==> src/rtl/me_result_sequencer.sv <==
// Control/collect stage for the motion estimation core: launches one core run per
// macroblock, queues tagged results in a FWFT FIFO and tracks the batch minimum.
module me_result_sequencer #(
  parameter int unsigned DIST_W  = 8,
  parameter int unsigned MV_W    = 4,
  parameter int unsigned TAG_W   = 8,
  parameter int unsigned DEPTH   = 4,
  parameter int unsigned GAP_CYC = 2
) (
  input  logic              clock,
  input  logic              reset_n,
  input  logic              go,
  input  logic [TAG_W-1:0]  num_blocks,
  output logic              start,
  input  logic              completed,
  input  logic [DIST_W-1:0] BestDist,
  input  logic [MV_W-1:0]   motionX,
  input  logic [MV_W-1:0]   motionY,
  output logic              out_valid,
  input  logic              out_ready,
  output logic [DIST_W-1:0] out_dist,
  output logic [MV_W-1:0]   out_mvx,
  output logic [MV_W-1:0]   out_mvy,
  output logic [TAG_W-1:0]  out_tag,
  output logic [DIST_W-1:0] min_dist,
  output logic [TAG_W-1:0]  min_tag,
  output logic              busy,
  output logic              batch_done
);

  localparam int unsigned PW      = $clog2(DEPTH);
  localparam int unsigned CW      = PW + 1;
  localparam int unsigned GW      = $clog2(GAP_CYC);
  localparam int unsigned ENTRY_W = DIST_W + 2 * MV_W + TAG_W;

  typedef enum logic [2:0] {
    S_IDLE,
    S_LAUNCH,
    S_ARM,
    S_RUN,
    S_CAPTURE,
    S_GAP
  } state_t;

  state_t              state;
  logic [TAG_W-1:0]    remaining;
  logic [TAG_W-1:0]    tag;
  logic [GW-1:0]       gap_cnt;

  logic [ENTRY_W-1:0]  mem [DEPTH];
  logic [ENTRY_W-1:0]  head;
  logic [ENTRY_W-1:0]  wdata;
  logic [PW-1:0]       wr_ptr;
  logic [PW-1:0]       rd_ptr;
  logic [CW-1:0]       count;
  logic                push;
  logic                pop;
  logic                full;

  assign push      = (state == S_CAPTURE);
  assign pop       = out_valid && out_ready;
  assign full      = (count == CW'(DEPTH));
  assign out_valid = (count != '0);
  assign wdata     = {BestDist, motionX, motionY, tag};
  assign {out_dist, out_mvx, out_mvy, out_tag} = head;

  always_ff @(posedge clock or negedge reset_n) begin
    if (!reset_n) begin
      state      <= S_IDLE;
      start      <= 1'b0;
      busy       <= 1'b0;
      batch_done <= 1'b0;
      remaining  <= '0;
      tag        <= '0;
      gap_cnt    <= '0;
      min_dist   <= '1;
      min_tag    <= '0;
    end else begin
      batch_done <= 1'b0;
      case (state)
        S_IDLE: begin
          if (go) begin
            remaining <= num_blocks;
            tag       <= '0;
            min_dist  <= '1;
            min_tag   <= '0;
            if (num_blocks != '0) begin
              state   <= S_GAP;
              gap_cnt <= GW'(GAP_CYC - 1);
              busy    <= 1'b1;
            end else begin
              batch_done <= 1'b1;
            end
          end
        end
        S_GAP: begin
          if (gap_cnt == '0) begin
            if (remaining != '0) begin
              state <= S_LAUNCH;
            end else begin
              state      <= S_IDLE;
              busy       <= 1'b0;
              batch_done <= 1'b1;
            end
          end else begin
            gap_cnt <= gap_cnt - 1'b1;
          end
        end
        // Holding here while full guarantees every later capture has a free slot.
        S_LAUNCH: begin
          if (!full) begin
            state <= S_ARM;
            start <= 1'b1;
          end
        end
        S_ARM: begin
          if (!completed) state <= S_RUN;
        end
        S_RUN: begin
          if (completed) state <= S_CAPTURE;
        end
        S_CAPTURE: begin
          if (BestDist < min_dist) begin
            min_dist <= BestDist;
            min_tag  <= tag;
          end
          tag       <= tag + 1'b1;
          remaining <= remaining - 1'b1;
          start     <= 1'b0;
          state     <= S_GAP;
          gap_cnt   <= GW'(GAP_CYC - 1);
        end
        default: begin
          state <= S_IDLE;
          start <= 1'b0;
          busy  <= 1'b0;
        end
      endcase
    end
  end

  always_ff @(posedge clock) begin
    if (push) mem[wr_ptr] <= wdata;
  end

  // The head register only changes on pop or on push-into-empty, so it holds its
  // last value when the FIFO runs dry.
  always_ff @(posedge clock or negedge reset_n) begin
    if (!reset_n) begin
      wr_ptr <= '0;
      rd_ptr <= '0;
      count  <= '0;
      head   <= '0;
    end else begin
      if (push) wr_ptr <= wr_ptr + 1'b1;
      if (pop)  rd_ptr <= rd_ptr + 1'b1;
      count <= count + CW'(push) - CW'(pop);
      if (pop) begin
        if (count > CW'(1)) head <= mem[rd_ptr + PW'(1)];
        else if (push)      head <= wdata;
      end else if (push && count == '0) begin
        head <= wdata;
      end
    end
  end

endmodule

==> config.mk <==
export PLATFORM = sky130hd
export DESIGN_NAME = me_result_sequencer
export DESIGN_NICKNAME = d
export VERILOG_FILES = /design/src/rtl/me_result_sequencer.sv
export SDC_FILE = /design/constraint.sdc
export NUM_CORES = 1
export LEC_CHECK = 0
export ABC_AREA = 1
export ABC_CLOCK_PERIOD_IN_PS = 2750
export CORE_ASPECT_RATIO = 0.75
export CORE_MARGIN = 3
export CORE_UTILIZATION = 45
export CTS_BUF_LIST = sky130_fd_sc_hd__clkbuf_16
export CTS_CLUSTER_SIZE = 8
export DETAILED_ROUTE_END_ITERATION = 7
export PLACE_DENSITY = 0.65
export RECOVER_POWER = 50
export SYNTH_ARGS = -nofsm -noshare
export SYNTH_HDL_FRONTEND = slang
export SYNTH_SLANG_ARGS = --single-unit
==> constraint.sdc <==
create_clock -name clock -period 2.75 [get_ports clock]
set_input_delay 0.275 -clock clock [delete_from_list [all_inputs] [get_ports clock]]
set_output_delay 0.275 -clock clock [all_outputs]
set_load 0.02 [all_outputs]
Word-level counts from Yosys, hierarchy flattened
Memories as Yosys holds them, arrays and structs flattened.
Index checks and enable logic that the tools add are counted.

storage, ports and cells
  register bits = 70
  RAM bits = 96
  input bits = 29
  output and inout port bits = 44
  logic and storage cells = 96
  memories kept = 1

memory list
  memory  words  bits a word  read ports  clocked after memory_dff  write ports  line  source
  mem     4      24           1           0                         1            50    logic [ENTRY_W-1:0] mem [DEPTH];

operators by class
  add/subtract/negate cells = 7
  order comparisons = 2
  equal/unequal tests = 15
  mux-type cells = 37
  bitwise gates (word level) = 2
  reduce and logical (&&, ||, !) cells = 19

operators with widths
  kind                                                                count
  24-bit 2-to-1 mux                                                   4
  8-bit one-hot mux with 2 select lines                               4
  8-bit 2-to-1 mux                                                    5
  3-bit 2-to-1 mux                                                    6
  3-bit one-hot mux with 6 select lines                               1
  8-bit nonzero test                                                  2
  2-bit != test, second input constant                                7
  1-bit 2-to-1 mux                                                    13
  3-bit == test, second input constant                                3
  8-bit by 1-bit adder with 8-bit output, second input constant       1
  8-bit less-than comparator                                          1
  4-bit OR reduction                                                  2
  8-bit by 1-bit subtractor with 8-bit output, second input constant  1
  3-bit by 2-bit == test with 1-bit output, second input constant     2
  3-bit logical NOT                                                   2
  1-bit one-hot mux with 3 select lines                               2
  2-bit AND reduction                                                 3
  3-bit AND reduction                                                 2
  6-bit AND reduction                                                 1
  3-bit nonzero test                                                  2
  5-bit AND reduction                                                 1
  2-bit by 1-bit adder with 2-bit output, second input constant       2
  1-bit one-hot mux with 2 select lines                               2
  2-bit nonzero test                                                  2
  9 further kinds                                                     11

Depth between registers and ports, before layout
Gate-level depths: netlist of run 1.

  depth in word-level cells = 4
  gate-level depth with buffers = 12
  gate-level depth less buffers = 11

Worst setup path before layout of run 1
No wires, ideal clock.

  path type = flip-flop to flip-flop
  start point = reg state[0]
  end point = mem mem[0][0] (netlist name), enable pin
  library setup time = 405 ps
  arrival time = 1924 ps
  data required time = 2345 ps
  path slack = 421 ps
  cell stages (with the launch flop) = 5
  path buffers = 1
  period minus slack after synthesis = 2329 ps
  cells stage by stage = dfrtp_1 > nor2_4 > nand2_2 > clkbuf_1 > nor2_1

between the ends
  word-level cells in the longest chain between the ends = 3

ends and longest elaborated chain
  element                                 line  source
  start: declaration                      45    state_t state;
  start signal: assignment                69    state <= S_IDLE;
  start signal: assignment                88    state <= S_GAP;
  start signal: assignment                99    state <= S_LAUNCH;
  3-bit == test                           60    assign push = (state == S_CAPTURE);
  1-bit 2-to-1 mux                        143   if (push) mem[wr_ptr] <= wdata;
  1-bit 2-to-1 mux (implied by the code)  143
  end: declaration                        50

No other way between the ends.

Final worst setup path of run 1
  start point = reg state[0]
  end point = reg remaining[2]

between the ends
  word-level cells in the longest chain between the ends = 3
  elaborated cells on any way between the ends = 6
  those cells by class = eq/ne (2); mux (1); reduce/logical (3)

ends and longest elaborated chain
  element                                                                      line  source
  3-bit == test / 3-bit logical NOT (equally long branches)                    80    case (state)
  2-bit nonzero test (no source line) / 2-bit != test (equally long branches)  --
  2-bit AND reduction (no source line)                                         --
  end signal: assignment                                                       83    remaining <= num_blocks;
  end signal: assignment                                                       128   remaining <= remaining - 1'b1;
  end: declaration                                                             46    logic [TAG_W-1:0] remaining;

Several ways; a longest one is shown, not always the timed one.
A chain may end at the register's enable or synchronous reset.

==> results of run 1 <==
state kept, by name, summed over array words and instances (netlist names):
register / cells
mem: 96
count: 3
tag: 8
state: 3
min_dist: 8
start: 1
head: 24
min_tag: 8
gap_cnt: 1
batch_done: 1
remaining: 8
busy: 1
rd_ptr: 2
wr_ptr: 2
kinds of logic (layout without fill, tap and decap cells):
kind of cell | after synthesis | in the layout | share of synthesized area [%]
AND/OR/NAND/NOR | 395 | 395 | 22.5
adder cells (fa/ha/maj) | 19 | 19 | 3.27
AO/OA/AOI/OAI | 64 | 64 | 4.87
buffers and inverters | 109 | 204 | 6.14
flip-flops | 166 | 166 | 61.9
XOR/XNOR | 11 | 11 | 1.28
cell usage in the layout (no fill, tap or decap), types with 3 or more instances in the layout:
cell	instances
nand2_1	259
edfxtp_1	96
inv_1	80
dfrtp_1	62
nand3_1	49
clkdlybuf4s50_1	44
nor2_1	43
o21ai_0	40
dlygate4sd3_1	27
nand4_1	23
ha_1	18
clkbuf_16	17
buf_4	16
a21oi_1	8
dfstp_2	8
xor2_1	7
nor2_2	5
o22ai_1	5
inv_2	4
nor2_4	4
xnor2_1	4
nor3_1	4
clkinvlp_4	4
nand2_2	3
o211ai_1	3
bufinv_16	3
final timing paths:
path,from,endpoint
worst max register to register,state[0],remaining[2]
min in group clock,num_blocks[5],remaining[5]
worst min-delay path,reset_n,head[11]
worst max-delay path,state[0],remaining[2]
max in group asynchronous,reset_n,head[23]
worst min register to register,head[16],head[16]
per-layer routing:
metal / up-vias / GRT usage, %
li1: 2664 / -
met1: 2665 / 29.4
met2: 191 / 30.2
met3: 19 / 5.66
met4: 0 / 5.96
met5: - / 0
stage by stage:
step,worst slack (ps),instance area (um^2),instances
after floorplan,421,7500,764
after global placement,572,8470,1037
after detailed placement,498,8470,1037
after CTS,672,9060,1069
after global routing,373,9050,1069
final,543,9050,1069
final cells by class:
cell class / instances / area, um^2
clock inverters: 15 / 165
fillers: 1398 / 7120
clock buffers: 17 / 425
well taps: 210 / 263
repair buffers: 90 / 845
multi-input cells: 489 / 2400
inverters: 82 / 310
flip-flops and latches: 166 / 4640
power by group through the flow:
stage / Sequential, uW / Clock [uW] / Combinational, uW
after floorplan: 4140 / 0 / 2430
after global placement: 3960 / 0 / 4060
after detailed placement: 3980 / 0 / 4180
after CTS: 3930 / 2430 / 4210
after global routing: 4010 / 2530 / 4590
final: 3930 / 2390 / 4120
==> results.py, run 1 <==
metrics = {
    "grt": {
        "globalRouteOverflowTotal": 0,
        "grt_pass1_vias": 5486,
        "grt_usage_pct": 20.4,
        "grt_pass1_wl_um": 29000,
        "grt_antenna_before_repair": 0,
        "grt_start_max_net_pins": 71,
    },
    "route": {
        "num_vias": 5539,
        "routed_wl_um": 17900,
        "wl_met3_um": 1260,
        "post_drt_wl_per_cell_um": 16.7,
        "post-route-drc-count": 0,
        "m1WireLength_um": 8350,
        "wl_met2_um": 8020,
        "via_per_inst": 5.18,
        "postRouteAntennaNets": 0,
        "firstDrtPassIters": 5,
        "topRoutingLayerUsed": "met4",
        "drt-initial-drc-count": 447,
    },
    "placed_design": {
        "dp_hpwl_um": 11600,
        "portBuffers": 72,
        "gp_congestion": 0.817,
    },
    "critical_path": {
        "cp_cell_sequence": "nor2_4, nand2_1, buf_4, inv_1, nor2_4, inv_2, nand2_1, o21ai_0",
        "cp_slowest_cell": "inv_1",
        "worst-path-stages": 8,
        "critPathBufInv": 3,
        "cp.arrival_ps": 2540,
        "path_max_fanout": 16,
        "worst-r2r-setup-slack_ps": 540,
        "end_kind": "flop",
        "start_kind": "flop",
        "r2r_cells": 8,
        "critPathTopFamily": "buffers and inverters",
        "crit_type": "reg -> reg",
        "max_stage_delay_ps": 480,
        "cp.required_ps": 3080,
    },
    "yosys": {
        "syn_area_um2": 7500,
        "synth_edf_count": 96,
        "synth-seq-cells": 166,
        "synth_area_leaders": "edfxtp_1, dfrtp_1, nand2_1",
        "synthTopCellsByCount": "nand2_1, edfxtp_1, inv_1",
        "syn_avg_cell_area_um2": 9.81,
        "syn_nets": 812,
        "yosys.area.top_type": "edfxtp_1",
        "ys.flop_type": "edfxtp_1",
        "yosysUniqueCellTypes": 40,
        "seq_area_frac_synth_pct": 61.9,
        "synth_most_common_cell": "nand2_1",
        "synth_top_cell_area_share_pct": 38.4,
        "postSynthCellCount": 764,
        "async_flop_share_pct": 42.2,
        "yosysWarnings": 0,
    },
    "power_and_ir_drop": {
        "power.internal_uw": 6300,
        "p_comb_share_pct": 39.5,
        "switchingPower_uw": 4130,
        "p_sw_share_pct": 39.6,
        "peakVddDrop_uv": 520,
        "leakage_uw": 0.00396,
        "power_uw": 10400,
        "power.share.clock_pct": 22.9,
        "seq_power_share_pct": 37.7,
        "power.density_nw_per_um2": 1150,
    },
    "status": {
        "violations": "capacitance limit, slew limit",
        "outcome": "finished, violations left",
    },
    "sta": {
        "worst_slew_pin_slew_ps": 1890,
        "setup_tns_ps": 0,
        "fin_worst_skew_ps": 6.08,
        "rsz0062_at_grt": "no",
        "fin_crit_ps": 2210,
        "setup_viol": 0,
        "fin_crit_sh_pct": 80.3,
        "slew_headroom_pct": -25.7,
        "hold_slack_ps": 426,
        "finalHoldViolations": 0,
        "clock.fmax_mhz": 453,
        "maxSlewViolCount": 71,
    },
    "floorplanning": {
        "die_h_um": 118,
        "die_x_um": 155,
        "die-area_um2": 18300,
        "ios": 73,
        "rows": 40,
        "coreArea_um2": 16200,
        "initial_utilization_pct": 46.4,
    },
    "cells_and_area": {
        "finalNetCount": 894,
        "drive_gt1_share_pct": 8.85,
        "antenna_cells": 0,
        "syn2layout_area_growth_pct": 20.7,
        "finish.utilization_pct": 56.0,
    },
    "clock_tree": {
        "post_cts_resized": 0,
        "htreeDepth": 4,
        "clock-root-buffer": "clkbuf_16",
        "numCtsBuffers": 17,
        "post_cts_buffers": 0,
        "clockBufferDepth": 2,
        "clk_pin_slew_ps": 60,
        "clock_latency_ps": 420,
        "cts_tree": "built",
        "hold_buffers": 0,
        "cts.sinks": 166,
    },
    "job": {
        "max_cap_violations": 1,
    },
    "min_path": {
        "hold_path.class": "in -> async",
    },
}
No activity file was read; power rests on OpenSTA's default activity.
==> inputs of run 2 (changes only) <==
--- a/config.mk
+++ b/config.mk
@@ -6,14 +6,14 @@
 export NUM_CORES = 1
 export LEC_CHECK = 0
 export ABC_AREA = 1
-export ABC_CLOCK_PERIOD_IN_PS = 2750
+export ABC_CLOCK_PERIOD_IN_PS = 1800
 export CORE_ASPECT_RATIO = 0.75
 export CORE_MARGIN = 3
 export CORE_UTILIZATION = 45
 export CTS_BUF_LIST = sky130_fd_sc_hd__clkbuf_16
 export CTS_CLUSTER_SIZE = 8
 export DETAILED_ROUTE_END_ITERATION = 7
-export PLACE_DENSITY = 0.65
+export PLACE_DENSITY = 0.68
 export RECOVER_POWER = 50
 export SYNTH_ARGS = -nofsm -noshare
 export SYNTH_HDL_FRONTEND = slang
==> constraint.sdc (replaced) <==
create_clock -name clock -period 1.8 [get_ports clock]
set_input_delay 0.18 -clock clock [delete_from_list [all_inputs] [get_ports clock]]
set_output_delay 0.18 -clock clock [all_outputs]
set_load 0.02 [all_outputs]
==> run 2 against run 1 <==
  * The flow now finishes without violations
  * Combinational power grew 77%
  * Hold slack lost 120 ps
  * Clock skew grew 1.5 ps
  * Clock-buffer cell count is the same
  * Non-clock buffer count grew 42
  * Critical path depth grew 1
  * Utilization grew 3.0 points
==> results.py, run 2 (same netlist as run 1, synthesis figures left out) <==
metrics = {
    "cells_and_area": {
        "syn2layout_area_growth_pct": 27.1,
        "top_regs": "mem (96), head (24)",
        "finalNetCount": 936,
        "final_common_cell": "nand2_1",
        "instances_no_fill": 1111,
        "largest_register_ff_count": 96,
        "final_cell_mix": "nand2_1, edfxtp_1, inv_1",
        "finish.instance_area_um2": 9530,
        "antenna_cells": 0,
        "nFillCells": 1352,
        "regMostFlops": "mem",
        "drive_gt1_share_pct": 14.4,
    },
    "job": {
        "max_cap_violations": 0,
    },
    "sta": {
        "rsz0062_at_grt": "yes",
        "slew_headroom_pct": 51.5,
        "maxSlewViolCount": 0,
        "fin_worst_skew_ps": 7.63,
        "worst_slew_pin_slew_ps": 728,
        "setup_viol": 0,
        "finalHoldViolations": 0,
        "clock.fmax_mhz": 578,
        "fin_crit_ps": 1730,
        "hold_slack_ps": 305,
        "fin_crit_sh_pct": 96.2,
    },
    "floorplanning": {
        "initial_utilization_pct": 46.4,
        "die-area_um2": 18300,
        "ios": 73,
        "coreArea_um2": 16200,
        "rows": 40,
        "die_x_um": 155,
        "die_h_um": 118,
    },
    "critical_path": {
        "end_kind": "flop",
        "start_kind": "flop",
        "cp.required_ps": 2110,
        "worst-r2r-setup-slack_ps": 70,
        "path_max_fanout": 2,
        "cp.arrival_ps": 2040,
        "r2r_cells": 9,
        "reg2reg_from": "count[0]",
        "crit_type": "reg -> reg",
        "r2r_end": "count[2]",
    },
    "placed_design": {
        "gp_congestion": 0.850,
        "dp_cells": 1075,
        "placedInstanceArea_um2": 8900,
        "dp_hpwl_um": 12000,
        "portBuffers": 72,
    },
    "status": {
        "outcome": "complete, no violations",
    },
    "route": {
        "num_vias": 5598,
        "postRouteAntennaNets": 0,
        "post-route-drc-count": 0,
        "drt-initial-drc-count": 435,
        "via_per_inst": 5.04,
        "post_drt_wl_per_cell_um": 15.6,
        "firstDrtPassIters": 5,
        "routed_wl_um": 17400,
    },
    "grt": {
        "globalRouteOverflowTotal": 0,
        "grt_antenna_before_repair": 0,
        "grt_usage_pct": 20.1,
        "grt_pass1_vias": 5574,
        "grt_pass1_wl_um": 28800,
        "grt_start_max_net_pins": 33,
    },
    "power_and_ir_drop": {
        "power.share.clock_pct": 20.5,
        "switchingPower_uw": 6470,
        "peakVddDrop_uv": 910,
        "seq_power_share_pct": 35.5,
        "p_sw_share_pct": 39.0,
        "power.density_nw_per_um2": 1740,
        "leakage_uw": 0.00417,
        "p_comb_share_pct": 44.0,
        "power.internal_uw": 10100,
    },
    "min_path": {
        "hold_path.class": "in -> async",
    },
    "clock_tree": {
        "clock-root-buffer": "clkbuf_16",
        "htreeDepth": 4,
        "numCtsBuffers": 17,
        "clock_latency_ps": 420,
        "clk_pin_slew_ps": 60,
        "cts.sinks": 166,
        "clockBufferDepth": 2,
        "cts_tree": "built",
    },
}
-- run 2: cell count changes in the layout (fill, tap and decap cells not counted), moves of 5 or more --
cell	change
ha_1	-6
buf_4	+21
dlygate4sd2_1	+5
dlygate4sd3_1	-8
clkbuf_1	+12
buf_12	+7
ha_4	+6
nand2_1	-7
-- run 2: critical path, cell delays in order (launching register included) --
cell and delay, ps:
dfrtp_1 400, nor2_4 140, nand2_4 70, nand2_4 70, inv_4 40, ha_4 250, inv_2 40, ha_4 150
fa_2 350, xnor2_1 130
-- run 2: cell type report --
class                      instances  area, um^2  area share [%]
sequential                       166        4640            48.7
multi-input combinational        489        2550            26.7
timing repair buffer             132        1200            12.6
clock buffer                      17         425            4.46
inverter                          82         318            3.34
tap                              210         263            2.76
clock inverter                    15         126            1.33
-- run 2: how the worst max path moves through the flow --
| stage | from | to | depth (start not counted) |
|---|---|---|---|
| finish | count[0] | count[2] | 9 |
| CTS | min_dist[6] | min_dist[6] | 1 |
| global route | count[2] | head[20] | 10 |
| global placement | BestDist[5] | min_dist[3] | 9 |
| detailed placement | BestDist[5] | min_tag[3] | 9 |
| floorplan | state[0] | mem[0][0] | 4 |
-- run 2: per-stage QoR --
stage	util (%)	power (uW)	setup TNS, ps	worst slack (ps)
2_1_floorplan	-	10100	-10930	-112
3_5_place_dp	55.0	13000	-1160	-88.5
3_3_place_gp	55.0	12900	-652	-46.8
5_1_grt	58.9	17800	-28.3	-15.2
4_1_cts	58.7	16500	0	5.62
6_report	58.9	16600	0	68.4
-- run 2: repair_timing --
item                                    4_1_cts  5_1_grt
hold buffers                                  1        0
endpoints found under the hold margin        29        0
buffers inserted                              0        3
endpoints found under the setup margin       22       44
cloned                                        0        0
gates resized for setup                      10       32
pin swaps                                     4       11
-- run 2: metal layers --
metal	track usage, %	wire length, um	vias up
li1	-	-	2752
met5	0	0	-
met4	5.18	197	0
met3	5.11	944	17
met2	31.0	8160	157
met1	28.6	8080	2672
-- run 2: power by group through the flow --
stage               Sequential, uW  Combinational [uW]  Clock, uW
detailed placement            5940                7100          0
global route                  6020                8170       3650
finish                        5890                7300       3410
floorplan                     6330                3820          0
global placement              5920                6990          0
CTS                           5890                7160       3460
==> inputs of run 3 (changes only) <==
--- a/config.mk
+++ b/config.mk
@@ -7,13 +7,16 @@
 export LEC_CHECK = 0
 export ABC_AREA = 1
 export ABC_CLOCK_PERIOD_IN_PS = 1800
+export CELL_PAD_IN_SITES_DETAIL_PLACEMENT = 1
+export CELL_PAD_IN_SITES_GLOBAL_PLACEMENT = 1
 export CORE_ASPECT_RATIO = 0.75
 export CORE_MARGIN = 3
 export CORE_UTILIZATION = 45
-export CTS_BUF_LIST = sky130_fd_sc_hd__clkbuf_16
+export CTS_BUF_LIST = sky130_fd_sc_hd__clkbuf_2
 export CTS_CLUSTER_SIZE = 8
 export DETAILED_ROUTE_END_ITERATION = 7
-export PLACE_DENSITY = 0.68
+export DONT_BUFFER_PORTS = 1
+export PLACE_DENSITY_LB_ADDON = 0.1
 export RECOVER_POWER = 50
 export SYNTH_ARGS = -nofsm -noshare
 export SYNTH_HDL_FRONTEND = slang
==> run 3 against run 2 <==
  * The flow now finishes with violations (setup timing)
  * Die area unchanged
  * Global-route usage up 2.7 points
  * Combinational power down 8.5%
  * Wire length up 17%
  * Hold slack worse by 230 ps
  * Non-clock buffer count down 55
  * Highest routed layer unchanged
==> results.py, run 3 (same netlist as run 1, synthesis figures left out) <==
metrics = {
    "route": {
        "firstDrtPassIters": 5,
        "wl_met3_um": 1440,
        "num_vias": 5610,
        "postRouteAntennaNets": 0,
        "post-route-drc-count": 0,
        "post_drt_wl_per_cell_um": 19.3,
        "drt-initial-drc-count": 360,
        "topRoutingLayerUsed": "met4",
        "m1WireLength_um": 9070,
        "wl_met2_um": 9600,
        "routed_wl_um": 20400,
        "via_per_inst": 5.31,
    },
    "floorplanning": {
        "die_x_um": 155,
        "rows": 40,
        "initial_utilization_pct": 46.4,
        "ios": 73,
        "die-area_um2": 18300,
        "coreArea_um2": 16200,
        "die_h_um": 118,
    },
    "grt": {
        "grt_antenna_before_repair": 0,
        "grt_pass1_vias": 5879,
        "grt_start_max_net_pins": 71,
        "globalRouteOverflowTotal": 0,
        "grt_pass1_wl_um": 32200,
        "grt_usage_pct": 22.8,
    },
    "cells_and_area": {
        "drive_gt1_share_pct": 18.4,
        "multi_input_area_um2": 2650,
        "layout.area.seq_um2": 4640,
        "final_cell_mix": "nand2_1, edfxtp_1, inv_1",
        "regMostFlops": "mem",
        "final_common_cell": "nand2_1",
        "syn2layout_area_growth_pct": 19.2,
        "largest_register_ff_count": 96,
        "nFillCells": 1815,
        "instances_no_fill": 1057,
        "finalNetCount": 882,
        "top_regs": "mem (96), head (24)",
        "antenna_cells": 0,
    },
    "power_and_ir_drop": {
        "peakVddDrop_uv": 775,
        "leakage_uw": 0.00391,
        "power.density_nw_per_um2": 1680,
        "power_uw": 15100,
    },
    "status": {
        "violations": "setup timing",
        "outcome": "finished, violations left",
    },
    "clock_tree": {
        "htreeDepth": 4,
        "clock-root-buffer": "clkbuf_2",
        "clock_latency_ps": 740,
        "cts_tree": "built",
        "numCtsBuffers": 17,
        "clockBufferDepth": 2,
        "cts.sinks": 166,
        "clk_pin_slew_ps": 240,
    },
    "critical_path": {
        "start_kind": "flop",
        "cp.arrival_ps": 2450,
        "crit_type": "reg -> reg",
        "cp.required_ps": 2430,
        "end_kind": "flop",
        "path_max_fanout": 8,
    },
    "sta": {
        "maxSlewViolCount": 0,
        "hold_slack_ps": 78.5,
        "setup_viol": 4,
        "fin_crit_sh_pct": 101,
        "setup_ws_ps": -17.7,
        "rsz0062_at_grt": "yes",
        "worst_slew_pin_slew_ps": 1090,
        "clock.fmax_mhz": 550,
        "fin_crit_ps": 1820,
        "fin_worst_skew_ps": 35.1,
        "slew_headroom_pct": 27.1,
        "finalHoldViolations": 0,
    },
    "job": {
        "max_cap_violations": 0,
    },
    "placed_design": {
        "dp_hpwl_um": 13100,
        "portBuffers": 0,
        "gp_congestion": 0.787,
        "dp_cells": 983,
    },
    "min_path": {
        "hold_path.class": "in -> reg",
    },
}
[run 3: cell count changes in the layout (fill, tap and decap cells not counted), moves of 10 or more]
| cell | before | now |
|---|---|---|
| clkdlybuf4s50_1 | 44 | 0 |
| dlygate4sd3_1 | 19 | 29 |
| nand2_1 | 252 | 242 |
| clkbuf_16 | 17 | 1 |
| clkbuf_1 | 13 | 0 |
| inv_1 | 76 | 66 |
| clkbuf_2 | 2 | 18 |
[run 3: timing repair]
action                                 CTS  global route
pin swaps                                7            17
setup buffers                            3             7
endpoints found under the hold margin  183             0
resized for setup                       15            44
hold buffers                            30             0
cloned                                   1             2
setup endpoints to repair               19            43
[run 3: cell type report]
class                           count  share of cell area (%)
Inverter                           82                    3.58
Clock buffer                       18                    1.01
Clock inverter                     14                    1.68
Tap cell                          210                    2.94
Sequential cell                   166                    52.0
Multi-Input combinational cell    490                    29.7
Timing Repair Buffer               77                    9.13
[run 3: metal layers]
layer	global-route usage (%)	up-vias
met3	5.22	25
met1	32.0	2780
met2	36.3	160
li1	-	2645
met4	5.30	0
met5	0	-
[run 3: worst paths after layout]
check / from / to / slack [ps] / cells past startpoint
max: min_dist[2] / min_tag[6] / -20 / 12
min: BestDist[4] / min_dist[0] / 80 / 7
max reg2reg: min_dist[2] / min_tag[6] / -20 / 12
min reg2reg: gap_cnt / batch_done / 530 / 1
max in group asynchronous: reset_n / min_tag[1] / 350 / 3
min in group asynchronous: reset_n / head[13] / 730 / 3
[run 3: critical path, cell delays in order, from the launching register on]
cell	delay, ps
dfstp_2	600
inv_2	50
ha_4	250
nand2_1	50
inv_1	70
nand2_1	80
nand2_1	90
nand2_2	70
nand2_4	120
buf_12	140
nand2_8	90
nand2_4	90
nand2_2	40
[run 3: power by group]
| part | switching, uW | total [uW] | internal [uW] |
|---|---|---|---|
| sequential | 1120 | 6330 | 5210 |
| clock | 1390 | 2050 | 658 |
| combinational | 4170 | 6680 | 2500 |
[run 3: per-stage QoR]
stage | TNS [ps] | worst slack (ps) | util [%] | area, um^2
finish | -57.8 | -17.7 | 55.3 | 8930
global route | -1220 | -101 | 55.3 | 8930
CTS | -3.70 | -2.38 | 54.0 | 8730
detailed placement | -25.2 | -16.4 | 49.6 | 8020
global placement | 0 | 53.3 | 49.6 | 8020
floorplan | -10930 | -112 | - | 7560
